$ cat config.mk
export PLATFORM = sky130hd
export DESIGN_NAME = fetch_stage
export DESIGN_NICKNAME = d
export VERILOG_FILES = /design/src/rtl/fetch_stage.sv
export SDC_FILE = /design/constraint.sdc
export NUM_CORES = 1
export LEC_CHECK = 0
export ABC_AREA = 1
export ABC_CLOCK_PERIOD_IN_PS = 4200
export CAP_MARGIN = 10
export CELL_PAD_IN_SITES_DETAIL_PLACEMENT = 1
export CELL_PAD_IN_SITES_GLOBAL_PLACEMENT = 1
export CORE_ASPECT_RATIO = 0.8
export CORE_UTILIZATION = 32
export DETAILED_ROUTE_END_ITERATION = 10
export HOLD_SLACK_MARGIN = 0.02
export PLACE_DENSITY_LB_ADDON = 0.1
export SYNTH_ARGS = -nofsm -noshare
export SYNTH_HDL_FRONTEND = slang
export SYNTH_SLANG_ARGS = --single-unit
export TNS_END_PERCENT = 10
$ cat constraint.sdc
create_clock -name clk -period 4.2 [get_ports clk]
set_input_delay 0.84 -clock clk [delete_from_list [all_inputs] [get_ports clk]]
set_output_delay 0.84 -clock clk [all_outputs]
set_load 0.01 [all_outputs]
$ cat src/rtl/fetch_stage.sv
// Pipeline fetch stage: PC register, PC+4 incrementer, branch redirect and IF/ID register.
// Optional stall/flush performance counters are enabled by defining FETCH_PERF_CNT_EN.
module fetch_stage #(
  parameter logic [31:0] RESET_PC  = 32'h0000_0000,
  parameter logic [31:0] NOP_INSTR = 32'h0000_0000
`ifdef FETCH_PERF_CNT_EN
  , parameter int CNT_W = 16
`endif
) (
  input  logic        clk,
  input  logic        rst,
  input  logic        freeze,
  input  logic        branch_taken,
  input  logic [31:0] branch_addr,
  output logic [31:0] imem_addr,
  input  logic [31:0] imem_rdata,
  output logic [31:0] if_id_pc,
  output logic [31:0] if_id_instr,
  output logic        if_id_valid
`ifdef FETCH_PERF_CNT_EN
  , output logic [CNT_W-1:0] stall_cnt
  , output logic [CNT_W-1:0] flush_cnt
`endif
);

  logic [31:0] pc;
  logic [31:0] pc_plus4;

  assign pc_plus4  = pc + 32'd4;
  assign imem_addr = pc;

  // Branch outranks freeze: a taken branch always redirects, even while stalled.
  always_ff @(posedge clk or posedge rst) begin
    if (rst) begin
      pc <= RESET_PC;
    end else if (branch_taken) begin
      pc <= branch_addr & 32'hFFFF_FFFC;
    end else if (!freeze) begin
      pc <= pc_plus4;
    end
  end

  always_ff @(posedge clk or posedge rst) begin
    if (rst) begin
      if_id_pc    <= 32'h0000_0000;
      if_id_instr <= NOP_INSTR;
      if_id_valid <= 1'b0;
    end else if (branch_taken) begin
      if_id_pc    <= 32'h0000_0000;
      if_id_instr <= NOP_INSTR;
      if_id_valid <= 1'b0;
    end else if (!freeze) begin
      if_id_pc    <= pc_plus4;
      if_id_instr <= imem_rdata;
      if_id_valid <= 1'b1;
    end
  end

`ifdef FETCH_PERF_CNT_EN
  // Saturating counters; a cycle with both freeze and branch counts only as a flush.
  always_ff @(posedge clk or posedge rst) begin
    if (rst) begin
      stall_cnt <= '0;
      flush_cnt <= '0;
    end else begin
      if (freeze && !branch_taken && (stall_cnt != {CNT_W{1'b1}})) begin
        stall_cnt <= stall_cnt + CNT_W'(1);
      end
      if (branch_taken && (flush_cnt != {CNT_W{1'b1}})) begin
        flush_cnt <= flush_cnt + CNT_W'(1);
      end
    end
  end
`endif

endmodule
==> run summary <==
The critical path contains buffers and inverters numbering 4 combined. The worst reg2reg path depth came out at 8. In this run the vertical extent of the chip is 108 um. The startpoint identified for the worst register-to-register timing path is imem_addr[3]. The antenna diode count is 0. The final count of hold timing violations is 0. The number of buffers created by CTS is 9. The clock root buffer is clkbuf_16. The number of hold buffers added after CTS was 0. The largest fanout of any net on the critical path came out at 32. The final cell count without fillers is 893. The final hold slack is 477 ps. STA classifies the critical path startpoint as an input port.

The die covers 0.0146 sq mm. In the final layout, the share of cells above drive strength 1 is 6.59%. After detailed routing, the number of vias per cell comes to 4.74. Synthesis produced a netlist whose cell count is 553. The post-route total power came out at 2.27 mW. The HPWL after detailed placement is 10800 um.

The via total after detailed routing came out at 4230. The type of the worst setup path is input port to flip-flop. STA classifies the critical path endpoint as a flip-flop.

The H-tree was split into 3 levels. The relative slew slack came out at 58.8%. The power per cell area is 347 mW/mm^2.

The maximum root-to-sink buffer count is 2. In the finished design, the share of the clock period the worst path needs comes to 57.1%. The mapped netlist covers 0.00452 sq mm. Data arrives at the worst endpoint at 2690 ps. The routed design has 14500 um of wire.

The minimum period implied by the final worst setup slack came out at 2400 ps. The signal on the critical path passes through clkdlybuf4s50_1, buf_4, nor2_4, inv_2, o21ai_0, inv_1, nand2_1. In this design, the stage delay of the slowest critical-path cell is 460 ps. The via count of the first global-routing pass is 4436. The terminus of the critical flop-to-flop path is imem_addr[16]. The count of maximum capacitance violations came out at 0.

The endpoint of the worst setup timing path is imem_addr[26]. The critical path starts at branch_taken. The number of optimization iterations in the first detailed-route pass is 4. After the first detailed-routing iteration, the DRC count stood at 163.

The clock tree skew after final layout came out at 11.2 ps. The insertion delay of the later-clocked pin in the worst-skew pair came out at 350 ps. The largest net degree at the start of global routing came out at 37. The sequential area share after synthesis came out at 52.0%. The die width is 135 um.

The mean routed wirelength per cell is 16.3 um. The cell with the largest stage delay on the worst path is clkdlybuf4s50_1. The congestion estimate from routability-driven global placement came to 0.808. The leakage component of the power came out at 3.12 nW. The aggregate negative setup slack came out at 0 ps. The cell total after placement is 877.

The number of distinct library cell variants in the gate-level netlist after synthesis came out at 28. The starting utilization of the core area is 33.0%. The final net count is 777. The growth of design area from synthesis to finish came out at 45.0%. The area of all placed cells without fillers is 0.00656 sq mm.

For the worst setup path, the data required time is 4490 ps. Setup repair after global routing left no endpoint under its margin. The number of antenna violations at the first check in global routing came to 0. The cell type group with the largest total delay on the critical path is buffers and inverters. For this design the top-level I/O count stands at 165. The pin slew with the least headroom to its limit is 616 ps. The worst-case register-to-register setup slack came out at 2380 ps. The floorplan has 38 rows. The TritonCTS clock tree is yes. Each instance of the synthesized netlist takes up on average 8.17 sq um. For this run, the top clock speed supported by timing is 0.417 GHz. The area inside the core boundary came out at 0.0137 sq mm.

The port buffer count is 160. The global router's overall resource usage is 20.8%. The flow ran to the end, and the final reports show no timing, DRC or antenna violations. During synthesis, Yosys emitted a total of 0 warnings. The tightest min-delay check is of the flip-flop to flip-flop type. The clock edge transition at the registers on the reported setup and hold paths came out at 70 ps.

The total number of cells along the worst setup path is 7. The maximum VDD drop came out at 0.232 mV. The post-cts resize count came out at 0. In the routed design, unresolved DRC markers number 0. The number of synthesized register bits is 94. The final count of pins violating max slew came out at 0.

The number of sinks on the clock net is 94. After clock tree synthesis, the setup repair step added 0 buffers. The total congestion overflow after global routing is 0.

Setup violations remaining at the end of the flow were counted as 0. The wire length of the first global-routing pass is 23300 um. The final antenna-violating net count is 0.

The standard cell area after detailed placement is 0.00628 sq mm.
-- worst reg2reg max path: stages (launching register included) --
cell     delay, ps
dfrtp_1        450
ha_1           290
nand3_1        160
inv_1          180
nand2_4        120
nor2_1         210
nand3_1        120
nand3_1        130
nand2_1         70
-- per-layer routing --
| layer | routed length (um) | vias to the layer above | GRT usage [%] |
|---|---|---|---|
| met5 | 0 | - | 0 |
| met2 | 6900 | 90 | 33.8 |
| li1 | - | 2063 | - |
| met3 | 805 | 6 | 5.39 |
| met1 | 6760 | 2071 | 27.6 |
| met4 | 82 | 0 | 4.90 |
-- synth_stat cells --
cell type	number	area share, %
nor2_2	7	0.97
nand2_1	211	18
a31oi_1	1	0.14
nor2_4	6	1.5
o211ai_1	4	0.66
o21bai_1	3	0.50
clkbuf_1	3	0.25
nand3b_1	1	0.17
ha_1	1	0.28
inv_2	3	0.25
nor3_1	1	0.11
buf_1	3	0.25
nor2_8	1	0.44
conb_1	1	0.083
a22o_1	34	6.6
nand2_4	2	0.50
a21oi_1	4	0.44
or2_2	2	0.28
dfrtp_1	94	52
buf_4	6	1.0
inv_1	52	4.3
o21ai_0	15	1.7
xnor2_1	1	0.19
buf_2	11	1.2
nand3_1	41	4.5
o21ai_1	6	0.66
nand2_2	4	0.55
nor2_1	35	2.9
-- state kept, by name, indices dropped and copies added, names as in the netlist --
register / cells
if_id_valid: 1
imem_addr: 30
if_id_pc: 31
if_id_instr: 32
-- metrics by stage --
stage          setup slack, ps  util (%)
2_1_floorplan              911         -
3_3_place_gp              1440      45.9
3_5_place_dp              1400      45.9
4_1_cts                   1760      47.9
5_1_grt                   1590      47.9
6_report                  1800      47.9
-- placed cells by master, fill, tap and decap left out, drive strengths merged --
| cell | n |
|---|---|
| clkdlybuf4s50 | 160 |
| o21ai | 21 |
| nor3 | 1 |
| nor2 | 49 |
| inv | 57 |
| a31oi | 1 |
| dfrtp | 94 |
| clkbuf | 11 |
| a21oi | 4 |
| xnor2 | 1 |
| a22o | 34 |
| o21bai | 3 |
| buf | 6 |
| nand3b | 1 |
| nand2 | 217 |
| clkinv | 3 |
| nand3 | 41 |
| ha | 1 |
| or2 | 2 |
| o211ai | 4 |
| conb | 2 |
-- kinds of logic after synthesis --
group	count (synthesis)	synth area share, %
flip-flops	94	52.0
AND/OR/NAND/NOR	311	29.5
adder cells (fa/ha/maj)	1	0.277
other	1	0.0830
XOR/XNOR	1	0.194
AO/OA/AOI/OAI	67	10.7
buffers and inverters	78	7.28
-- worst min path at each step --
stage | slack (ps) | startpoint | endpoint | cells after the start
4_1_cts | 480 | if_id_pc[31] | if_id_pc[31] | 2
3_5_place_dp | 460 | if_id_pc[29] | if_id_pc[29] | 2
3_3_place_gp | 460 | if_id_pc[2] | if_id_pc[2] | 2
2_1_floorplan | 510 | if_id_pc[2] | if_id_pc[2] | 2
5_1_grt | 510 | if_id_pc[18] | if_id_pc[18] | 2
6_report | 480 | if_id_pc[31] | if_id_pc[31] | 2
-- power by group --
part | switching, mW | leakage (nW) | internal (mW) | total [mW]
logic | 0.211 | 1.76 | 0.229 | 0.441
registers | 0.0697 | 1.22 | 0.973 | 1.04
clock network | 0.370 | 0.140 | 0.420 | 0.789
-- cell type report --
cell class | count | area (sq um)
Fill cell | 1625 | 7140
Sequential cell | 94 | 2350
Multi-Input combinational cell | 382 | 1850
Timing Repair Buffer | 166 | 1650
Clock buffer | 11 | 243
Tap cell | 180 | 225
Inverter | 55 | 209
Clock inverter | 5 | 32.5
(Power assumes the default switching activity.)
